===== src/rtl/execute_cycle_pkg.sv =====
// Shared pipeline constants and types: decode-stage encodings, ALU op codes,
// forwarding selects and the EX/MEM register layout.
package execute_cycle_pkg;

    // Decode-stage opcodes (RV32I subset handled by this pipeline)
    localparam logic [6:0] OPCODE_RTYPE  = 7'b0110011;
    localparam logic [6:0] OPCODE_ITYPE  = 7'b0010011;
    localparam logic [6:0] OPCODE_LOAD   = 7'b0000011;
    localparam logic [6:0] OPCODE_STORE  = 7'b0100011;
    localparam logic [6:0] OPCODE_BRANCH = 7'b1100011;

    typedef enum logic [1:0] {
        IMM_I = 2'b00,
        IMM_S = 2'b01,
        IMM_B = 2'b10
    } imm_src_t;

    // ALU operation codes; every other code yields zero
    localparam logic [2:0] ALU_ADD = 3'b000;
    localparam logic [2:0] ALU_SUB = 3'b001;
    localparam logic [2:0] ALU_AND = 3'b010;
    localparam logic [2:0] ALU_OR  = 3'b011;
    localparam logic [2:0] ALU_SLT = 3'b101;

    // Forwarding selects; 2'b11 falls back to the register-file value
    localparam logic [1:0] FWD_RF  = 2'b00;
    localparam logic [1:0] FWD_WB  = 2'b01;
    localparam logic [1:0] FWD_MEM = 2'b10;

    typedef struct packed {
        logic        reg_write;
        logic        mem_write;
        logic        result_src;
        logic [4:0]  rd;
        logic [31:0] pc_plus4;
        logic [31:0] write_data;
        logic [31:0] alu_result;
    } ex_mem_t;

    function automatic logic [31:0] fwd_mux(
        input logic [1:0]  sel,
        input logic [31:0] rf_val,
        input logic [31:0] wb_val,
        input logic [31:0] mem_val
    );
        case (sel)
            FWD_WB:  fwd_mux = wb_val;
            FWD_MEM: fwd_mux = mem_val;
            default: fwd_mux = rf_val;
        endcase
    endfunction

endpackage


===== src/rtl/execute_cycle_if.sv =====
// ID/EX-side inputs and EX/MEM-side outputs of the execute stage.
interface execute_cycle_if;
    logic        RegWriteE;
    logic        ALUSrcE;
    logic        MemWriteE;
    logic        ResultSrcE;
    logic        BranchE;
    logic [2:0]  ALUControlE;
    logic [31:0] RD1_E;
    logic [31:0] RD2_E;
    logic [31:0] Imm_Ext_E;
    logic [4:0]  RD_E;
    logic [31:0] PCE;
    logic [31:0] PCPlus4E;
    logic [1:0]  ForwardA_E;
    logic [1:0]  ForwardB_E;
    logic [31:0] ResultW;

    logic        PCSrcE;
    logic [31:0] PCTargetE;
    logic        RegWriteM;
    logic        MemWriteM;
    logic        ResultSrcM;
    logic [4:0]  RD_M;
    logic [31:0] PCPlus4M;
    logic [31:0] WriteDataM;
    logic [31:0] ALUResultM;

    modport master (
        output RegWriteE, ALUSrcE, MemWriteE, ResultSrcE, BranchE, ALUControlE,
               RD1_E, RD2_E, Imm_Ext_E, RD_E, PCE, PCPlus4E,
               ForwardA_E, ForwardB_E, ResultW,
        input  PCSrcE, PCTargetE, RegWriteM, MemWriteM, ResultSrcM, RD_M,
               PCPlus4M, WriteDataM, ALUResultM
    );

    modport slave (
        input  RegWriteE, ALUSrcE, MemWriteE, ResultSrcE, BranchE, ALUControlE,
               RD1_E, RD2_E, Imm_Ext_E, RD_E, PCE, PCPlus4E,
               ForwardA_E, ForwardB_E, ResultW,
        output PCSrcE, PCTargetE, RegWriteM, MemWriteM, ResultSrcM, RD_M,
               PCPlus4M, WriteDataM, ALUResultM
    );
endinterface


===== src/rtl/execute_cycle_alu.sv =====
// 32-bit ALU: add/sub (wrapping), and, or, signed set-less-than; zero flag.
module alu
    import execute_cycle_pkg::*;
(
    input  logic [31:0] SrcA,
    input  logic [31:0] SrcB,
    input  logic [2:0]  ALUControl,
    output logic [31:0] Result,
    output logic        Zero
);

    always_comb begin
        Result = 32'd0;
        case (ALUControl)
            ALU_ADD: Result = SrcA + SrcB;
            ALU_SUB: Result = SrcA - SrcB;
            ALU_AND: Result = SrcA & SrcB;
            ALU_OR:  Result = SrcA | SrcB;
            ALU_SLT: Result = {31'd0, $signed(SrcA) < $signed(SrcB)};
            default: Result = 32'd0;
        endcase
    end

    assign Zero = (Result == 32'd0);

endmodule


===== src/rtl/execute_cycle.sv =====
// Execute stage: forwarding muxes, ALU, branch resolution/target and the
// EX/MEM pipeline register.
module execute_cycle
    import execute_cycle_pkg::*;
(
    input  logic              clk,
    input  logic              rst,
    execute_cycle_if.slave    ex
);

    ex_mem_t     ex_mem_reg;
    ex_mem_t     ex_mem_next;
    logic [31:0] src_a;
    logic [31:0] fwd_b;
    logic [31:0] src_b;
    logic [31:0] alu_result;
    logic        alu_zero;

    // MEM-stage forwarding reads the live EX/MEM register so dependent
    // back-to-back ALU ops need no bubble
    assign src_a = fwd_mux(ex.ForwardA_E, ex.RD1_E, ex.ResultW, ex_mem_reg.alu_result);
    assign fwd_b = fwd_mux(ex.ForwardB_E, ex.RD2_E, ex.ResultW, ex_mem_reg.alu_result);
    assign src_b = ex.ALUSrcE ? ex.Imm_Ext_E : fwd_b;

    alu u_alu (
        .SrcA       (src_a),
        .SrcB       (src_b),
        .ALUControl (ex.ALUControlE),
        .Result     (alu_result),
        .Zero       (alu_zero)
    );

    assign ex.PCSrcE    = ex.BranchE & alu_zero;
    assign ex.PCTargetE = ex.PCE + ex.Imm_Ext_E;

    // Store data is always the forwarded rs2, never the immediate
    always_comb begin
        ex_mem_next            = '0;
        ex_mem_next.reg_write  = ex.RegWriteE;
        ex_mem_next.mem_write  = ex.MemWriteE;
        ex_mem_next.result_src = ex.ResultSrcE;
        ex_mem_next.rd         = ex.RD_E;
        ex_mem_next.pc_plus4   = ex.PCPlus4E;
        ex_mem_next.write_data = fwd_b;
        ex_mem_next.alu_result = alu_result;
    end

    always_ff @(posedge clk) begin
        if (rst) begin
            ex_mem_reg <= '0;
        end else begin
            ex_mem_reg <= ex_mem_next;
        end
    end

    assign ex.RegWriteM  = ex_mem_reg.reg_write;
    assign ex.MemWriteM  = ex_mem_reg.mem_write;
    assign ex.ResultSrcM = ex_mem_reg.result_src;
    assign ex.RD_M       = ex_mem_reg.rd;
    assign ex.PCPlus4M   = ex_mem_reg.pc_plus4;
    assign ex.WriteDataM = ex_mem_reg.write_data;
    assign ex.ALUResultM = ex_mem_reg.alu_result;

endmodule


===== src/flat_wrapper.sv =====
// flat-port wrapper written by rule: the top's interface ports become plain ports
module execute_cycle_flat import execute_cycle_pkg::*;
  (clk, rst, ex_RegWriteE, ex_ALUSrcE, ex_MemWriteE, ex_ResultSrcE, ex_BranchE, ex_ALUControlE, ex_RD1_E, ex_RD2_E, ex_Imm_Ext_E, ex_RD_E, ex_PCE, ex_PCPlus4E, ex_ForwardA_E, ex_ForwardB_E, ex_ResultW, ex_PCSrcE, ex_PCTargetE, ex_RegWriteM, ex_MemWriteM, ex_ResultSrcM, ex_RD_M, ex_PCPlus4M, ex_WriteDataM, ex_ALUResultM);
  execute_cycle_if ex_i ();
  input  logic clk;
  input  logic rst;
  input wire logic [$bits(ex_i.RegWriteE)-1:0] ex_RegWriteE;
  input wire logic [$bits(ex_i.ALUSrcE)-1:0] ex_ALUSrcE;
  input wire logic [$bits(ex_i.MemWriteE)-1:0] ex_MemWriteE;
  input wire logic [$bits(ex_i.ResultSrcE)-1:0] ex_ResultSrcE;
  input wire logic [$bits(ex_i.BranchE)-1:0] ex_BranchE;
  input wire logic [$bits(ex_i.ALUControlE)-1:0] ex_ALUControlE;
  input wire logic [$bits(ex_i.RD1_E)-1:0] ex_RD1_E;
  input wire logic [$bits(ex_i.RD2_E)-1:0] ex_RD2_E;
  input wire logic [$bits(ex_i.Imm_Ext_E)-1:0] ex_Imm_Ext_E;
  input wire logic [$bits(ex_i.RD_E)-1:0] ex_RD_E;
  input wire logic [$bits(ex_i.PCE)-1:0] ex_PCE;
  input wire logic [$bits(ex_i.PCPlus4E)-1:0] ex_PCPlus4E;
  input wire logic [$bits(ex_i.ForwardA_E)-1:0] ex_ForwardA_E;
  input wire logic [$bits(ex_i.ForwardB_E)-1:0] ex_ForwardB_E;
  input wire logic [$bits(ex_i.ResultW)-1:0] ex_ResultW;
  output wire logic [$bits(ex_i.PCSrcE)-1:0] ex_PCSrcE;
  output wire logic [$bits(ex_i.PCTargetE)-1:0] ex_PCTargetE;
  output wire logic [$bits(ex_i.RegWriteM)-1:0] ex_RegWriteM;
  output wire logic [$bits(ex_i.MemWriteM)-1:0] ex_MemWriteM;
  output wire logic [$bits(ex_i.ResultSrcM)-1:0] ex_ResultSrcM;
  output wire logic [$bits(ex_i.RD_M)-1:0] ex_RD_M;
  output wire logic [$bits(ex_i.PCPlus4M)-1:0] ex_PCPlus4M;
  output wire logic [$bits(ex_i.WriteDataM)-1:0] ex_WriteDataM;
  output wire logic [$bits(ex_i.ALUResultM)-1:0] ex_ALUResultM;
  assign ex_i.RegWriteE = ex_RegWriteE;
  assign ex_i.ALUSrcE = ex_ALUSrcE;
  assign ex_i.MemWriteE = ex_MemWriteE;
  assign ex_i.ResultSrcE = ex_ResultSrcE;
  assign ex_i.BranchE = ex_BranchE;
  assign ex_i.ALUControlE = ex_ALUControlE;
  assign ex_i.RD1_E = ex_RD1_E;
  assign ex_i.RD2_E = ex_RD2_E;
  assign ex_i.Imm_Ext_E = ex_Imm_Ext_E;
  assign ex_i.RD_E = ex_RD_E;
  assign ex_i.PCE = ex_PCE;
  assign ex_i.PCPlus4E = ex_PCPlus4E;
  assign ex_i.ForwardA_E = ex_ForwardA_E;
  assign ex_i.ForwardB_E = ex_ForwardB_E;
  assign ex_i.ResultW = ex_ResultW;
  assign ex_PCSrcE = ex_i.PCSrcE;
  assign ex_PCTargetE = ex_i.PCTargetE;
  assign ex_RegWriteM = ex_i.RegWriteM;
  assign ex_MemWriteM = ex_i.MemWriteM;
  assign ex_ResultSrcM = ex_i.ResultSrcM;
  assign ex_RD_M = ex_i.RD_M;
  assign ex_PCPlus4M = ex_i.PCPlus4M;
  assign ex_WriteDataM = ex_i.WriteDataM;
  assign ex_ALUResultM = ex_i.ALUResultM;
  execute_cycle u_core (.clk(clk), .rst(rst), .ex(ex_i));
endmodule

===== config.mk =====
export PLATFORM = sky130hd
export DESIGN_NAME = execute_cycle_flat
export DESIGN_NICKNAME = d
export VERILOG_FILES = /design/src/rtl/execute_cycle_pkg.sv /design/src/rtl/execute_cycle_if.sv /design/src/rtl/execute_cycle_alu.sv /design/src/rtl/execute_cycle.sv /design/src/flat_wrapper.sv
export SDC_FILE = /design/constraint.sdc
export NUM_CORES = 1
export LEC_CHECK = 0
export BUFFER_PORTS_ARGS = -buffer_cell sky130_fd_sc_hd__buf_4
export CAP_MARGIN = 25
export CELL_PAD_IN_SITES_DETAIL_PLACEMENT = 1
export CELL_PAD_IN_SITES_GLOBAL_PLACEMENT = 2
export CORE_MARGIN = 8
export CORE_UTILIZATION = 30
export DETAILED_ROUTE_END_ITERATION = 12
export GPL_TIMING_DRIVEN = 1
export HOLD_SLACK_MARGIN = 0.06
export PLACE_DENSITY_LB_ADDON = 0.1
export SKIP_CTS_REPAIR_TIMING = 1
export SYNTH_ARGS = -nofsm -noshare
export SYNTH_HDL_FRONTEND = slang
export SYNTH_HIERARCHICAL = 1
export SYNTH_SLANG_ARGS = --single-unit

===== constraint.sdc =====
create_clock -name clk -period 13.7 [get_ports clk]
set_clock_uncertainty 0.1 [all_clocks]
set_input_delay 2.74 -clock clk [delete_from_list [all_inputs] [get_ports clk]]
set_output_delay 2.74 -clock clk [all_outputs]
set_load 0.03 [all_outputs]

==> results <==
- For this run, the slowest stage of the critical path takes just over 700 ps.
- The worst relative slew slack is a little under two fifths.
- The synthesized netlist cell count is around 1600.
- The area enclosed by the die boundary is 43900 um2.
- For this block, the initial DRC count from the detailed router was between 600 and 700.
- After filler insertion, the fill cell instance count of the layout stands at roughly 4700.
- TritonCTS created 9 clock buffers.
- The via count of the first global-routing pass is between 10000 and 15000.
- The overall routing resource usage is between 20% and 30%.
- For this configuration, the core starts out at a cell density of 30.1%.
- CTS placed an instance of sky130_fd_sc_hd__clkbuf_16 at the clock tree root.
- Setup repair after global routing left no endpoint under its margin.
- When the netlist entered floorplanning its net count stood at approximately 1900.
- The share of flip-flops with an asynchronous set or reset after synthesis is 0%.
- The number of distinct standard cells referenced by the synthesized netlist is 89.
- The CTS tree is yes.
- Clock-pin slew was measured on the worst setup and hold paths at around 80 ps.
- Dividing total power by cell area gives a power density of between 90 and 100 nW/um2.
- After routing, the total negative slack on setup checks comes to 0 ps.
- In the synthesized netlist the dominant register cell turns out to be sky130_fd_sc_hd__dfxtp_1.
- The number of maximum-capacitance constraint violations is 0.
- In this run the number of H-tree levels came out at 3.
- The number of buffers and inverters on the critical path is 4.
- The die is roughly 210 um wide.
- The initial antenna violation count came to 9.
- STA classifies the critical path endpoint as an output port.
- The final critical path time including I/O delays and setup is roughly 12000 ps.
- The layout overhead on the synthesized area is 29.0%.
- The slowest stage of the critical path belongs to the cell sky130_fd_sc_hd__a2111oi_0.
- In this run the vertical extent of the chip is ~210 um.
- The count of final hold-check violations is 0.
- The remaining routing DRC violations is 0.
- The total number of placement rows is between 70 and 80.
- After layout, the worst path uses 85.5% of the clock period.
- The post-detailed-route via-to-cell ratio is ~5.5.
- The number of warnings printed during yosys synthesis is 6.
- The overflow left after global routing is 0.
- The run finished with clean final reports.
- The sequential-to-total area share from yosys stat is 18.5%.
- Clock latency on the worst-skew pair, taken at its later pin, is about 370 ps.
- The number of synthesized flops with an enable pin is 0.
- The first-pass GRT wire length is ~85 mm.
- The number of vias after detailed routing is around 13000.
- The min-delay analysis places its worst path in the category reg -> reg.
- In this run the remaining antenna-violating nets after routing total 0.
- In this run the static leakage power is 6.66 nW.
- The flop and latch count out of synthesis is roughly 100.
- The final total power is ~1.4 mW.
- The slew at the pin closest to its max-slew limit is around 900 ps.
- The maximum net fanout on the critical path is 32.
- Input and output buffers added on the ports amount to ~350.
- The setup path with the least slack is of type in -> out.
- Detailed placement ended at an HPWL of around 48 mm.
- The mapped cell area is 11200 um2.
- The number of max-slew violations in the final report is 0.
- The global placer's final weighted congestion is slightly above 0.9.
- The floorplan step defined a core boundary enclosing 37300 um2.
- The count of clock tree sinks is around 100.
- The total wirelength of the detailed-routed design is between 50 and 60 mm.
- In this run the deepest clock path goes through 2 buffers.
- Walking the worst path, the cells encountered are buf_4, inv_1, ha_2, a22oi_1, nor2_1, a21oi_1, o21ai_0, inv_1, ha_1, nor2b_1, nor4_1, a211oi_1, a2111oi_0, o21ai_0, o211ai_1, a21oi_1, or4_1, nor4_1, and4bb_1, and2_1, buf_4.
- The endpoint required time on the critical path is ~11000 ps.
- Dividing the synthesized area by the synthesized cell count gives 7.19 um2.
- The pin count of the biggest net entering global routing is 77.
- STA classifies the critical path startpoint as an input port.
- The fraction of final layout cells with drive strength greater than 1 is between 20% and 30%.
- The data arrival time of the critical path is between 8000 and 9000 ps.
- The number of search-and-repair iterations in the first detailed-routing pass is 5.
- During I/O placement, the number of pins put on the boundary was ~350.
- The maximum clock frequency is around 0.085 GHz.
- In the final design database the tool counted between 2000 and 2500 nets.
- Setup violations remaining at the end of the flow were counted as 0.
- The average routed wire per standard cell is roughly 25 um.
- IR analysis of the VDD net gives a maximum drop of 0.0608 mV.
- The family of cells with the greatest summed delay on the critical path is compound AO/OA/AOI/OAI gates.
==> cells in the mapped netlist, drive strengths merged (9+ instances only) <==
cell type	count	share of area (%)
nor2	177	5.9
nand2	144	4.8
ha	142	16
a21oi	138	6.2
o21ai	136	6.2
dfxtp	104	19
inv	103	3.4
nor2b	89	5.0
a22oi	67	4.5
clkbuf	61	2.0
xnor2	34	2.6
buf	31	1.3
nand3	31	1.4
a21o	28	1.9
a211oi	25	1.9
o211ai	22	1.6
xor2	17	1.3
nand4	15	0.83
nor4	11	0.61
o31ai	11	0.73
nor3	10	0.45
o22ai	10	0.56
a31oi	9	0.50
and3	9	0.55
==> through the flow <==
stage	hold slack [ps]	setup slack [ps]	util, %	instances	area (um2)
global placement	579	2240	37.9	2303	14100
detailed placement	601	2100	37.9	2303	14100
global route	673	1550	38.9	2327	14500
finish	611	1990	38.9	2327	14500
CTS	620	2070	38.8	2319	14500
floorplan	759	3720	-	1563	11200
==> final cells by class <==
class	instances	area [um2]	area share, %
tap	474	593	4.09
timing repair buffer	360	2720	18.8
clock buffer	9	225	1.55
clock inverter	7	83.8	0.578
sequential	104	2080	14.4
multi-input combinational	1264	8400	57.9
inverter	103	387	2.67
antenna	6	15.0	0.104
==> worst reg2reg max path: cells and delay by family, from the launching register on <==
family,cells,cell delay (ps)
AO/OA/AOI/OAI,8,2360
XOR/XNOR,1,190
adder cells (fa/ha/maj),1,530
AND/OR/NAND/NOR,5,1210
flip-flops,1,390
buffers and inverters,1,160
==> layout by cell type, fill, tap and decap left out, types with 7 or more instances in the layout <==
cell,Yosys,routed
sky130_fd_sc_hd__buf_4,2,358
sky130_fd_sc_hd__nor2_1,176,176
sky130_fd_sc_hd__nand2_1,144,144
sky130_fd_sc_hd__ha_1,142,140
sky130_fd_sc_hd__a21oi_1,135,135
sky130_fd_sc_hd__o21ai_0,125,125
sky130_fd_sc_hd__dfxtp_1,104,104
sky130_fd_sc_hd__inv_1,102,102
sky130_fd_sc_hd__nor2b_1,89,89
sky130_fd_sc_hd__a22oi_1,67,67
sky130_fd_sc_hd__xnor2_1,34,34
sky130_fd_sc_hd__nand3_1,31,31
sky130_fd_sc_hd__a21o_1,26,26
sky130_fd_sc_hd__o211ai_1,20,20
sky130_fd_sc_hd__a211oi_1,19,19
sky130_fd_sc_hd__xor2_1,17,17
sky130_fd_sc_hd__nand4_1,15,15
sky130_fd_sc_hd__o31ai_1,11,11
sky130_fd_sc_hd__nor4_1,11,11
sky130_fd_sc_hd__nor3_1,10,10
sky130_fd_sc_hd__o22ai_1,10,10
sky130_fd_sc_hd__clkbuf_16,0,9
sky130_fd_sc_hd__a31oi_1,9,9
sky130_fd_sc_hd__a2111oi_0,8,8
sky130_fd_sc_hd__and3_1,8,8
sky130_fd_sc_hd__and2_1,7,7
sky130_fd_sc_hd__o21a_1,7,7
sky130_fd_sc_hd__o21ai_1,7,7
sky130_fd_sc_hd__o21bai_1,7,7
==> registers in the layout, indices dropped and copies added (netlist names) <==
name and count:
u_core/ex.PCPlus4M 32, u_core/ex.ALUResultM 32, u_core/ex.RegWriteM 1, u_core/ex.WriteDataM 32, u_core/ex.ResultSrcM 1, u_core/ex.MemWriteM 1
u_core/ex.RD_M 5
==> worst paths after layout <==
path                       startpoint  depth (start not counted)                        to  slack (ps)
max                  ex_ForwardB_E[0]                         21                 ex_PCSrcE        1990
min          u_core/ex.ALUResultM[17]                          4  u_core/ex.WriteDataM[17]         610
max reg2reg   u_core/ex.ALUResultM[7]                         16  u_core/ex.ALUResultM[22]        8630
min reg2reg  u_core/ex.ALUResultM[17]                          4  u_core/ex.WriteDataM[17]         610
==> power by group <==
| group | switching [mW] | leakage, nW | internal [mW] |
|---|---|---|---|
| Combinational | 0.513 | 5.64 | 0.296 |
| Clock | 0.140 | 0.155 | 0.147 |
| Sequential | 0.0166 | 0.860 | 0.325 |
| Total | 0.670 | 6.66 | 0.767 |
==> metal layers <==
layer  GRT usage (%)  part of all wire [%]
met1            28.6                    41
met4            8.89                   3.2
met3            4.89                   5.2
met2            45.6                    51
met5               0                 0.066
==> cells by family after synthesis <==
| kind of cell | synth area share, % |
|---|---|
| xor gates and xnor gates | 3.97 |
| DFF | 18.5 |
| buffers and inverters | 6.82 |
| muxes | 0.567 |
| AOI/OAI and AO/OA | 31.5 |
| adders and majority gates | 16.3 |
| and+or+nand+nor | 22.3 |
(Power assumes the default switching activity.)
